[src/rtl/hack_screen_scanout.sv]
// Hack screen pixel stage: fetches 16-bit screen words ahead of the beam,
// serialises them LSB-first and drives VGA colour with syncs re-aligned to it.
module hack_screen_scanout #(
    parameter logic [9:0] HOFF       = 10'd64,
    parameter logic [9:0] VOFF       = 10'd112,
    parameter logic [2:0] FG_RGB     = 3'b000,
    parameter logic [2:0] BG_RGB     = 3'b111,
    parameter logic [2:0] BORDER_RGB = 3'b001
) (
    input  logic        clk50,
    input  logic        rst,
    input  logic        pix_en,
    input  logic [9:0]  CounterX,
    input  logic [9:0]  CounterY,
    input  logic        inDisplayArea,
    input  logic        h_sync_in,
    input  logic        v_sync_in,
    output logic        mem_rd,
    output logic [12:0] mem_addr,
    input  logic [15:0] mem_rdata,
    output logic [2:0]  vga_rgb,
    output logic        vga_h_sync,
    output logic        vga_v_sync
);

    logic [10:0] wx;
    logic [10:0] wy;
    logic [10:0] px;
    logic        in_win;
    logic        row_ok;
    logic        fetch_hit;
    logic        load_hit;
    logic [15:0] shift;
    logic [15:0] prefetch;
    logic        prefetch_valid;
    logic        rd_q;
    logic [15:0] load_word;
    logic        cur_bit;
    logic [2:0]  pix_rgb;

    // 11-bit differences: anything left of / above the window wraps to a large value
    assign wx     = {1'b0, CounterX} - {1'b0, HOFF};
    assign wy     = {1'b0, CounterY} - {1'b0, VOFF};
    assign px     = wx + 11'd8;
    assign in_win = (wx < 11'd512) && (wy < 11'd256);
    assign row_ok = (wy < 11'd256);

    assign fetch_hit = pix_en && (px < 11'd512) && (px[3:0] == 4'd0) && row_ok;
    assign load_hit  = pix_en && in_win && (wx[3:0] == 4'd0);

    // A word that was never fetched for this slot shows as background
    assign load_word = prefetch_valid ? prefetch : 16'h0000;
    assign cur_bit   = load_hit ? load_word[0] : shift[0];

    always_comb begin
        pix_rgb = BORDER_RGB;
        if (!inDisplayArea) begin
            pix_rgb = 3'b000;
        end else if (in_win) begin
            pix_rgb = cur_bit ? FG_RGB : BG_RGB;
        end
    end

    always_ff @(posedge clk50) begin
        if (rst) begin
            mem_rd         <= 1'b0;
            mem_addr       <= 13'd0;
            rd_q           <= 1'b0;
            shift          <= 16'h0000;
            prefetch       <= 16'h0000;
            prefetch_valid <= 1'b0;
            vga_rgb        <= 3'b000;
            vga_h_sync     <= 1'b1;
            vga_v_sync     <= 1'b1;
        end else begin
            mem_rd <= fetch_hit;
            rd_q   <= mem_rd;
            if (fetch_hit) begin
                mem_addr <= {wy[7:0], px[8:4]};
            end
            // RAM data is valid the cycle after mem_rd; capture it on the following edge
            if (rd_q) begin
                prefetch       <= mem_rdata;
                prefetch_valid <= 1'b1;
            end
            if (pix_en) begin
                if (load_hit) begin
                    shift          <= load_word >> 1;
                    prefetch_valid <= 1'b0;
                end else if (in_win) begin
                    shift <= shift >> 1;
                end
                vga_rgb    <= pix_rgb;
                vga_h_sync <= h_sync_in;
                vga_v_sync <= v_sync_in;
            end
        end
    end

endmodule

[config.mk]
export PLATFORM = sky130hd
export DESIGN_NAME = hack_screen_scanout
export DESIGN_NICKNAME = d
export VERILOG_FILES = /design/src/rtl/hack_screen_scanout.sv
export SDC_FILE = /design/constraint.sdc
export NUM_CORES = 1
export LEC_CHECK = 0
export ABC_CLOCK_PERIOD_IN_PS = 4200
export CAP_MARGIN = 10
export CORE_ASPECT_RATIO = 0.7
export CORE_UTILIZATION = 52
export CTS_BUF_LIST = sky130_fd_sc_hd__clkbuf_16
export CTS_CLUSTER_SIZE = 8
export DETAILED_ROUTE_END_ITERATION = 6
export PLACE_DENSITY = 0.84
export SLEW_MARGIN = 20
export SYNTH_ARGS = -nofsm -noshare
export SYNTH_HDL_FRONTEND = slang
export SYNTH_SLANG_ARGS = --single-unit
[constraint.sdc]
create_clock -name clk50 -period 4.2 [get_ports clk50]
set_clock_uncertainty 0.05 [all_clocks]
set_input_delay 0.42 -clock clk50 [delete_from_list [all_inputs] [get_ports clk50]]
set_output_delay 0.42 -clock clk50 [all_outputs]
set_load 0.05 [all_outputs]
Yosys cells after proc, flatten, opt, wreduce, memory -nomap -nowiden
Cells that the tools add are included.
{"block": "op_classes", "addsub": 3, "magnitude_cmp": 3, "n_mux": 10, "reduce_logical": 10}
{"op": "2-to-1 mux 16 bit", "count": 3}
{"op": "< comparator 11 x 10 -> 1 bit, second input constant", "count": 2}
{"op": "subtractor 10 x 7 -> 11 bit, second input constant", "count": 2}
{"op": "adder 11 x 4 -> 11 bit, second input constant", "count": 1}
{"op": "< comparator 11 x 9 -> 1 bit, second input constant", "count": 1}
{"op": "2-to-1 mux 3 bit", "count": 3}
{"op": "zero test 4 bit", "count": 2}
{"op": "logical AND 1 bit", "count": 6}
{"op": "2-to-1 mux 1 bit", "count": 4}
{"op": "AND reduction 2 bit", "count": 1}
{"op": "nonzero test 2 bit", "count": 1}
{"block": "word_totals", "regBits": 53, "in_bits": 42, "output_inout_bits": 19, "word_cells": 35}

Logic depth before layout (Yosys ltp)
Gate-level depths: netlist (run 1).
{"block": "depth", "word_depth": 9, "ltp_mapped": 8, "ltp_nobuf": 7}

Worst setup path after synthesis (run 1)
No wires, ideal clock.
{"block": "synth_path", "path_type": "input-to-reg", "startpoint": "input CounterX[6]", "endpoint": "register mem_addr[4]", "setup_time_ns": 0.133, "arrival_time_ns": 1.964, "setup_slack_ns": 2.053, "cell_stages": 8, "n_path_buf": 1, "path_cell_list": "inv_1 -> ha_1 -> and4bb_1 -> a31o_1 -> a221o_1 -> buf_2 -> a31oi_1 -> a211oi_2"}
{"block": "synth_between", "elab_chain_len": 6}
{"element": "from (decl)", "line": "13", "text": "input logic [9:0] CounterX,"}
{"element": "subtractor 10 x 7 -> 11 bit (*)", "line": "42", "text": "assign wx = {1'b0, CounterX} - {1'b0, HOFF};"}
{"element": "adder 11 x 4 -> 11 bit (*)", "line": "44", "text": "assign px = wx + 11'd8;"}
{"element": "< comparator 11 x 10 -> 1 bit", "line": "48", "text": "assign fetch_hit = pix_en && (px < 11'd512) && (px[3:0] == 4'd0) && row_ok;"}
{"element": "logical AND 1 bit (3 in a row)", "line": "48"}
{"element": "to (signal assigned)", "line": "79", "text": "mem_addr <= {wy[7:0], px[8:4]};"}
{"element": "to (decl)", "line": "19", "text": "output logic [12:0] mem_addr,"}
Every way passes the cells marked *; elsewhere a longest branch is shown, timed or not.
A chain may end at the register's enable or synchronous reset.

Final worst setup path (run 1)
{"block": "layout_path", "startpoint": "input CounterX[6]", "endpoint": "register mem_addr[9]"}
{"block": "layout_between", "elab_chain_len": 6}
{"element": "subtractor 10 x 7 -> 11 bit", "line": "42"}
{"element": "adder 11 x 4 -> 11 bit", "line": "44"}
{"element": "< comparator 11 x 10 -> 1 bit", "line": "48"}
{"element": "logical AND 1 bit (3 in a row)", "line": "48"}
No other way between the ends.

==> summary.txt, run 1 <==
Outcome
  • Run status: completed

Logic synthesis
  • Cell count after synthesis: 266
  • Top FF cell, synth: dfxtp_1
  • Number of unique standard cell types used by synthesis: 45
  • Number of enable flip-flop cells after synthesis: 0
  • Syn avg cell area: 9.02 sq um
  • Top cell type by total area after synthesis: dfxtp_1
  • Share of the synthesized area in the top cell type: 0.426
  • Syn_nets: 311
  • Most common cell in the netlist: dfxtp_1
  • Commonest cells post-synth: dfxtp_1 (51), nor2_1 (34), nand2_1 (20), mux2i_1 (18), nand3_1 (17)
  • Share of synthesized flip-flops with an asynchronous set or reset: 0
  • Number of synthesis warnings: 0
  • Synth Register Bits: 51
  • Largest cells by area after synthesis: dfxtp_1 (43%), mux2i_1 (7.5%), nor2_1 (5.3%), a311oi_1 (5.1%), nand3_1 (3.5%)
  • Summed instance area of the synthesized netlist: 2400 sq um
  • Post-synthesis sequential area ratio: 0.426

Clock tree
  • Library cell used as clock root buffer: clkbuf_16
  • Total clock sinks: 51
  • Total CTS buffers: 5
  • Post-CTS sizing: 0
  • Postcts setup bufs: 0
  • Level count of the clock H-tree: 2
  • Clock network latency to the later pin of the worst-skew pair: 0.29 ns
  • Clock tree from TritonCTS: yes
  • Number of buffers added to fix hold violations after cts: 0
  • Clock slew at reported path FFs: 0.06 ns
  • Buffer depth of the longest clock path: 2

Place
  • Placed wire-length estimate: 3.72 mm
  • Area after detailed placement: 2970 sq um
  • Placer Congestion: 0.800
  • Port Buffers: 60

STA
  • Clock period minus worst slack: 2.95 ns
  • Maximum achievable frequency: 339 MHz
  • Summed negative setup slack over all endpoints: 0 ns
  • Transition time of the tightest slew-check pin: 1.01 ns
  • Slew HR: 0.329
  • Final Hold Viols: 0
  • Total setup violations reported at the end of the flow: 0
  • Unrepaired setup endpoints after global routing: false
  • Final Max Slew Viols: 0
  • Share of the clock period used by the worst path after layout: 0.703

Worst setup path
  • Worst setup path category: in2reg
  • Delay contributed by the slowest stage of the critical path: 0.75 ns
  • Startpoint Class: input port
  • Worst-path cell with the longest stage delay: o221ai_1
  • Worst Path Max Fanout: 12
  • Crit path DAT: 3.10 ns
  • Buf+Inv Stages, Crit Path: 2
  • Endpoint type of the worst setup path: register
  • CP Data Required Time: 4.35 ns
  • Cells along the critical path: clkdlybuf4s50_1 > inv_1 > ha_1 > and4bb_1 > mux2i_1 > o221ai_1 > a31oi_1 > a211oi_2
  • Largest delay contributor family on the critical path: compound AO/OA/AOI/OAI gates

Floorplanning
  • Die area: 4890 sq um
  • Floorplan row count: 20
  • Die height: 58.8 microns
  • Core area: 4380 sq um
  • Starting utilization of the core area: 0.548
  • Die width: 83.2 microns
  • # IOs: 61

Global route
  • Initial antenna violation count: 0
  • Via count of the first global-routing pass: 1816
  • Total congestion overflow: 0
  • Wire length of the first global-routing pass: 8.65 mm
  • Maximum number of pins on one net before global-route repair: 53
  • Global Route Usage Sum: 0.227

Power and ir drop
  • Worst supply voltage drop on vdd: 0.237 mV
  • Power density over cell area: 328 nW/um^2
  • Static leakage: 0.991 nW
  • Power Total: 1.02 mW

Routing
  • Mean routed wirelength per cell: 15.0 microns
  • Number of violations reported at the end of detailed-routing iteration 0: 137
  • Number of vias per cell after detailed routing: 5.78
  • Routed Antenna Nets: 0
  • Post-route DRC: 0
  • Wirelength, routed: 5.49 mm
  • Pre-antenna DRT Iters: 5
  • Vias post-DR: 2123

Finish
  • Fraction of layout instances using a drive strength above 1: 0.0545
  • Final-layout fill cell count: 341
  • Antenna cell count: 0
  • Layout net count: 356
  • Area added between synthesis and finish: 29.7%
  • Final standard cell area without fillers: 3110 sq um

Min path
  • Tightest Hold Check Type: reg2reg

Run
  • Max-capacitance violation count: 0
## power by group
part           switching, mW  total [mW]  internal, mW
Sequential           0.00454       0.497         0.492
Clock                  0.173       0.390         0.217
Combinational         0.0713       0.134        0.0625
Total                  0.249        1.02         0.772
## state kept, by name (all words and copies together) (netlist names)
register	count
mem_addr	13
prefetch	16
prefetch_valid	1
shift	15
vga_v_sync	1
rd_q	1
vga_h_sync	1
mem_rd	1
vga_rgb	2
## layer usage
layer / GRT usage / wire length [microns] / part of all wire
met3: 0.0547 / 360 / 0.066
met5: 0 / 0 / 0
met4: 0.0936 / 91 / 0.017
met2: 0.316 / 2190 / 0.40
met1: 0.334 / 2850 / 0.52
## kinds of logic (layout without fill, tap and decap cells)
family | count (synthesis) | after routing | share of synthesized area
AOI/OAI and AO/OA | 59 | 59 | 0.200
xor gates and xnor gates | 6 | 6 | 0.0219
adders and majority gates | 3 | 3 | 0.0157
buffers and inverters | 27 | 73 | 0.0480
DFF | 51 | 51 | 0.426
muxes | 18 | 18 | 0.0751
and+or+nand+nor | 102 | 102 | 0.214
## path summary, 6_finish.rpt
kind	cells after the start	to	start	slack [ns]
worst min-delay path	2	shift[5]$_SDFFE_PP0P_	shift[6]$_SDFFE_PP0P_	0.43
worst max-delay path	8	mem_addr[9]$_SDFFE_PP0P_	CounterX[6]	1.25
worst min register to register	2	shift[5]$_SDFFE_PP0P_	shift[6]$_SDFFE_PP0P_	0.43
worst max register to register	4	vga_rgb[0]$_SDFFE_PP0P_	prefetch_valid$_SDFF_PP0_	2.54
## stage by stage
| step | setup slack (ns) | hold slack [ns] | util | std cells |
|---|---|---|---|---|
| floorplan | 2.05 | 0.395 | - | 266 |
| global placement | 1.14 | 0.404 | 0.678 | 359 |
| detailed placement | 1.04 | 0.415 | 0.678 | 359 |
| CTS | 1.27 | 0.427 | 0.710 | 367 |
| global route | 1.07 | 0.442 | 0.710 | 367 |
| finish | 1.25 | 0.426 | 0.710 | 367 |
## cells in the final DEF, fill, tap and decap left out, types with 5 or more instances in the layout
| master | count |
|---|---|
| nand3_1 | 17 |
| a311oi_1 | 14 |
| nand2_1 | 20 |
| clkdlybuf4s50_1 | 59 |
| dfxtp_1 | 51 |
| nor2_1 | 34 |
| o31ai_1 | 8 |
| mux2i_1 | 18 |
| clkbuf_16 | 5 |
| a21oi_1 | 13 |
| nand4_1 | 10 |
| xnor2_1 | 5 |
## worst reg2reg max path, delay by kind of cell (launching register included)
family	cells	cell delay [ns]
simple gates	1	0.27
flops	1	0.71
compound gates	3	0.48
## final cells by class
cell class / instances / area, sq um / share of cell area
clock inverters: 3 / 15.0 / 0.00483
clock buffers: 5 / 125 / 0.0402
multi-input cells: 188 / 1260 / 0.406
flip-flops and latches: 51 / 1020 / 0.328
well taps: 55 / 68.8 / 0.0221
repair buffers: 61 / 603 / 0.194
inverters: 4 / 15.0 / 0.00483
Note: power is estimated with default switching activity, not from simulation.
==> run 2, diff against run 1 <==
ABC_CLOCK_PERIOD_IN_PS = 2500   (was 4200)
CORE_UTILIZATION = 44   (was 52)
PLACE_DENSITY = 0.76   (was 0.84)
clock period = 2.5 ns   (was 4.2 ns; I/O delays follow)
==> run 2 against run 1 <==
  * Register-to-register slack lost 1.7 ns
  * Wire length grew 5.2%
  * Die area increased by 18%
  * Critical path type unchanged
  * Sequential power is 68% higher
  * Design area up 7.5%
  * Flip-flop and latch count stayed put
  * Non-clock buffer count rose by 20
  * Global-route usage decreased by 2.3 points
  * First-iteration DRC count shrank 14%
  * Core utilization down 7.4 points
==> summary.txt, run 2 (synthesis gave the netlist of run 1 again) <==
Worst setup path
  • Endpoint type of the worst setup path: register
  • Origin of the worst setup path: CounterX[6]
  • Crit path DAT: 2.45 ns
  • CP Data Required Time: 2.61 ns
  • Minimum setup slack among reg-to-reg paths: 0.89 ns
  • Delay contributed by the slowest stage of the critical path: 0.47 ns
  • Worst-path cell with the longest stage delay: clkdlybuf4s50_1
  • Worst reg2reg startpoint: prefetch_valid$_SDFF_PP0_
  • Worst setup path category: in2reg
  • Depth of the most critical reg-to-reg path: 4
  • Cells along the critical path: clkdlybuf4s50_1 > inv_1 > ha_1 > and4bb_1 > buf_4 > nand3b_1 > o221a_1 > buf_4 > o31ai_1 > a21oi_1
  • Startpoint Class: input port
  • Worst Path Max Fanout: 9
  • Endpoint of the worst register-to-register path: vga_rgb[1]$_SDFFE_PP0P_
  • Top cell by count, worst path: buf_4

Floorplanning
  • Die area: 5750 sq um
  • Core area: 5260 sq um
  • Starting utilization of the core area: 0.456
  • Die width: 90.2 microns
  • Die height: 63.8 microns
  • # IOs: 61
  • Floorplan row count: 22

Finish
  • Final-layout fill cell count: 452
  • Area occupied by multi-input gates: 1260 sq um
  • Biggest regs: prefetch x16, shift x15, mem_addr x13
  • Max FFs per register: 16
  • Final standard cell area without fillers: 3340 sq um
  • Area added between synthesis and finish: 39.4%
  • Most used cells in the layout excluding fill and tap cells: clkdlybuf4s50_1 (59), dfxtp_1 (51), nor2_1 (34)
  • Most common cell after layout, fill and taps aside: clkdlybuf4s50_1
  • Antenna cell count: 0
  • Layout net count: 376
  • Area occupied by registers: 1020 sq um
  • Fraction of layout instances using a drive strength above 1: 0.114
  • Most flops, register: prefetch

Power and ir drop
  • Internal power: 1.42 mW
  • Net switching power: 0.416 mW
  • Switching power share of the total: 0.226
  • Worst supply voltage drop on vdd: 0.345 mV
  • Power density over cell area: 550 nW/um^2
  • Proportion of power drawn by the clock network: 0.406
  • Static leakage: 1.12 nW
  • Sequential share of power: 0.454
  • Part of the total power dissipated in combinational logic: 0.140

STA
  • Unrepaired setup endpoints after global routing: false
  • Fin worst setup slack: 0.152 ns
  • Final Hold Viols: 0
  • Final Max Slew Viols: 0
  • Clock period minus worst slack: 2.35 ns
  • Total setup violations reported at the end of the flow: 0
  • Share of the clock period used by the worst path after layout: 0.939
  • Slew HR: 0.616
  • Transition time of the tightest slew-check pin: 0.576 ns
  • Maximum achievable frequency: 426 MHz

Min path
  • Tightest Hold Check Type: in2reg
  • Hold Path Origin: rst
  • Number of cells on the worst hold path: 2
  • Hold EP: vga_rgb[1]$_SDFFE_PP0P_

Routing
  • Wirelength, routed: 5.77 mm
  • Post-route DRC: 0
  • Mean routed wirelength per cell: 14.3 microns
  • Vias post-DR: 2171
  • Number of violations reported at the end of detailed-routing iteration 0: 118
  • Pre-antenna DRT Iters: 4
  • Number of vias per cell after detailed routing: 5.37
  • Routed Antenna Nets: 0

Global route
  • Total congestion overflow: 0
  • Via count of the first global-routing pass: 1988
  • Maximum number of pins on one net before global-route repair: 35
  • Wire length of the first global-routing pass: 9.39 mm
  • Global Route Usage Sum: 0.204
  • Initial antenna violation count: 0

Place
  • Placer Congestion: 0.811
  • Area after detailed placement: 3160 sq um
  • Placed wire-length estimate: 4.15 mm
  • Port Buffers: 60
  • Worst setup slack before clock tree synthesis: -0.158 ns

Clock tree
  • Clock network latency to the later pin of the worst-skew pair: 0.28 ns
  • Total CTS buffers: 5
  • Clock tree from TritonCTS: yes
  • Buffer depth of the longest clock path: 2
  • Total clock sinks: 51
  • Clock slew at reported path FFs: 0.07 ns
  • Library cell used as clock root buffer: clkbuf_16
  • Level count of the clock H-tree: 2

Outcome
  • Run status: completed

Run
  • Max-capacitance violation count: 0
-- run 2: per-layer routing --
layer | track usage | wire, microns
met1 | 0.292 | 2910
met3 | 0.0405 | 306
met5 | 0 | 0
met4 | 0.0484 | 34
met2 | 0.316 | 2520
-- run 2: per-stage QoR --
step	hold WS, ns	std cells	power (mW)	utilization	TNS, ns
2_1_floorplan	0.293	266	0.977	-	0
3_3_place_gp	0.405	394	1.10	0.602	-0.407
3_5_place_dp	0.409	394	1.10	0.602	-1.39
4_1_cts	0.319	402	1.85	0.633	0
5_1_grt	0.341	404	1.91	0.636	0
6_report	0.323	404	1.84	0.636	0
-- run 2: critical path, delay by kind of cell --
family          cells  cell delay (ns)
fa+ha+maj           1             0.32
simple gates        2             0.46
buf+inv             4             0.88
compound gates      3             0.54
-- run 2: worst max path at each step --
stage                                           to  slack [ns]  cells past startpoint
after floorplan           mem_addr[4]$_SDFFE_PP0P_        0.52                      8
after global placement    mem_addr[4]$_SDFFE_PP0P_       -0.06                      8
after detailed placement  mem_addr[4]$_SDFFE_PP0P_       -0.16                      8
after CTS                 mem_addr[1]$_SDFFE_PP0P_        0.12                      8
after global routing      mem_addr[6]$_SDFFE_PP0P_       0.004                     10
final                     mem_addr[7]$_SDFFE_PP0P_        0.15                     10
-- run 2: timing repair --
item	in CTS	in global routing
resized for setup	0	0
endpoints found under the hold margin	0	0
hold buffers	0	0
buffers inserted	0	2
endpoints found under the setup margin	0	3
-- run 2: power groups by stage --
stage	clock [mW]	sequential, mW	combinational [mW]
after global routing	0.792	0.835	0.279
after CTS	0.760	0.834	0.255
after floorplan	0	0.866	0.111
after global placement	0	0.852	0.249
after detailed placement	0	0.853	0.252
final	0.746	0.834	0.258
-- run 2: layout make-up --
type                    instances  share of cell area
flip-flops and latches         51               0.305
well taps                      72              0.0269
clock inverters                 3              0.0116
inverters                       4             0.00449
clock buffers                   5              0.0374
repair buffers                 81               0.237
multi-input cells             188               0.378
==> run 3, diff against run 2 <==
CORE_MARGIN = 2   (was not set)
CTS_CLUSTER_SIZE = 14   (was 8)
==> run 3 against run 2 <==
  * Wire length is 2.3% higher
  * Global-route usage hardly changed
  * Core utilization is 0.071 points lower
  * Design area is 0.11% lower
  * Sequential power hardly changed
  * First-iteration DRC count is 22% lower
  * Largest power group unchanged
  * Power is 0.31% higher
  * Die area is 5.4% higher
  * Combinational power hardly changed
  * Clock-buffer cell count stayed put
  * Sequential share of layout area hardly changed
  * Hold slack better by 0.019 ns
==> summary.txt, run 3 (synthesis gave the netlist of run 1 again) <==
Power and ir drop
  • Proportion of power drawn by the clock network: 0.409
  • Static leakage: 1.11 nW
  • Part of the total power dissipated in combinational logic: 0.139
  • Switching power share of the total: 0.230
  • Internal power: 1.42 mW
  • Net switching power: 0.424 mW
  • Power density over cell area: 552 nW/um^2
  • Sequential share of power: 0.452
  • Power Total: 1.84 mW
  • Worst supply voltage drop on vdd: 0.362 mV

Routing
  • Met3 Wirelength: 312 microns
  • Wirelength, routed: 5.91 mm
  • Post-route DRC: 0
  • Routed Antenna Nets: 0
  • Routed wl met2: 2.57 mm
  • Number of vias per cell after detailed routing: 5.38
  • Mean routed wirelength per cell: 14.6 microns
  • Pre-antenna DRT Iters: 4
  • Vias post-DR: 2178
  • Number of violations reported at the end of detailed-routing iteration 0: 92
  • Top metal layer carrying routed signals: met3
  • Wire length on met1: 3.02 mm

Outcome
  • Run status: completed

Floorplanning
  • Core area: 5260 sq um
  • Die height: 65.8 microns
  • Starting utilization of the core area: 0.456
  • Die width: 92.2 microns
  • Die area: 6070 sq um
  • Floorplan row count: 22
  • # IOs: 61

Worst setup path
  • Cells along the critical path: clkdlybuf4s50_1 > inv_1 > ha_1 > and4bb_2 > mux2i_1 > o221a_1 > buf_4 > o31ai_1 > a21oi_1
  • Endpoint type of the worst setup path: register
  • Worst Path Max Fanout: 9
  • Startpoint Class: input port
  • Worst-path cell with the longest stage delay: clkdlybuf4s50_1
  • Worst setup path category: in2reg
  • Crit path DAT: 2.47 ns
  • Delay contributed by the slowest stage of the critical path: 0.47 ns
  • CP Data Required Time: 2.61 ns

Finish
  • Fraction of the core area covered by cells at the end of the flow: 0.635
  • Layout net count: 377
  • Max FFs per register: 16
  • Antenna cell count: 0
  • Most common cell after layout, fill and taps aside: clkdlybuf4s50_1
  • Area added between synthesis and finish: 39.2%
  • Final-layout fill cell count: 454
  • Final standard cell area without fillers: 3340 sq um
  • Most used cells in the layout excluding fill and tap cells: clkdlybuf4s50_1 (59), dfxtp_1 (51), nor2_1 (34)
  • Biggest regs: prefetch x16, shift x15, mem_addr x13
  • Fraction of layout instances using a drive strength above 1: 0.123
  • Most flops, register: prefetch

STA
  • Slew HR: 0.660
  • Transition time of the tightest slew-check pin: 0.508 ns
  • Unrepaired setup endpoints after global routing: false
  • Total setup violations reported at the end of the flow: 0
  • Maximum achievable frequency: 422 MHz
  • Final Max Slew Viols: 0
  • Clock period minus worst slack: 2.37 ns
  • Final Hold Viols: 0
  • Post-Route Hold Slack: 0.342 ns
  • Share of the clock period used by the worst path after layout: 0.947

Global route
  • Initial antenna violation count: 0
  • Total congestion overflow: 0
  • Wire length of the first global-routing pass: 9.74 mm
  • Via count of the first global-routing pass: 1986
  • Maximum number of pins on one net before global-route repair: 33
  • Global Route Usage Sum: 0.204

Clock tree
  • Library cell used as clock root buffer: clkbuf_16
  • Total clock sinks: 51
  • Clock tree from TritonCTS: yes
  • Buffer depth of the longest clock path: 2
  • Clock slew at reported path FFs: 0.06 ns
  • Total CTS buffers: 5
  • Clock network latency to the later pin of the worst-skew pair: 0.29 ns
  • Level count of the clock H-tree: 2

Run
  • Max-capacitance violation count: 0

Min path
  • Tightest Hold Check Type: in2reg

Place
  • Placed wire-length estimate: 4.18 mm
  • Placer Congestion: 0.815
  • Area after detailed placement: 3160 sq um
  • Port Buffers: 60
[run 3: changes by cell type in the layout (fill, tap and decap cells not counted), sizes merged]
cell and delta:
buf +1
[run 3: power groups by stage]
stage / clock (mW) / sequential [mW] / combinational [mW]
after detailed placement: 0 / 0.852 / 0.249
final: 0.754 / 0.834 / 0.256
after global routing: 0.797 / 0.835 / 0.277
after global placement: 0 / 0.852 / 0.246
after CTS: 0.766 / 0.834 / 0.252
after floorplan: 0 / 0.866 / 0.111
[run 3: routing by layer]
layer	track usage	vias up
li1	-	1112
met1	0.304	1005
met2	0.305	61
met3	0.0376	0
met4	0.0504	0
met5	0	-
[run 3: worst max-delay path: cells and delay by family]
kind	cells	cell delay [ns]
fa+ha+maj	1	0.31
simple gates	1	0.37
buf+inv	3	0.74
compound gates	3	0.69
mux	1	0.11
[run 3: final timing paths]
check | endpoint | startpoint | cells past startpoint | slack [ns]
setup reg to reg | vga_rgb[1]$_SDFFE_PP0P_ | prefetch_valid$_SDFF_PP0_ | 4 | 1.20
setup / recovery | mem_addr[5]$_SDFFE_PP0P_ | CounterX[6] | 9 | 0.13
hold / removal | prefetch[6]$_SDFFE_PP0P_ | rst | 2 | 0.34
hold reg to reg | rd_q$_SDFF_PP0_ | mem_rd$_SDFF_PP0_ | 1 | 0.42
[run 3: repair_timing]
action / in CTS / in global routing
setup endpoints to repair: 0 / 5
resized for setup: 0 / 2
hold endpoints to repair: 0 / 0
setup buffers: 0 / 2
hold buffers: 0 / 0
[run 3: final cells by class]
cell class,count,area [sq um],share of cell area
flip-flops and latches,51,1020,0.306
inverters,4,15.0,0.00450
clock inverters,3,38.8,0.0116
well taps,72,90.1,0.0270
clock buffers,5,125,0.0375
multi-input cells,188,1260,0.378
repair buffers,82,786,0.235
[run 3: metrics by stage]
stage	setup slack [ns]	std cells	setup TNS, ns
after CTS	0.103	403	0
after global routing	0.0254	405	0
after detailed placement	-0.221	395	-1.79
after floorplan	0.523	266	0
final	0.132	405	0
after global placement	-0.0798	395	-0.754
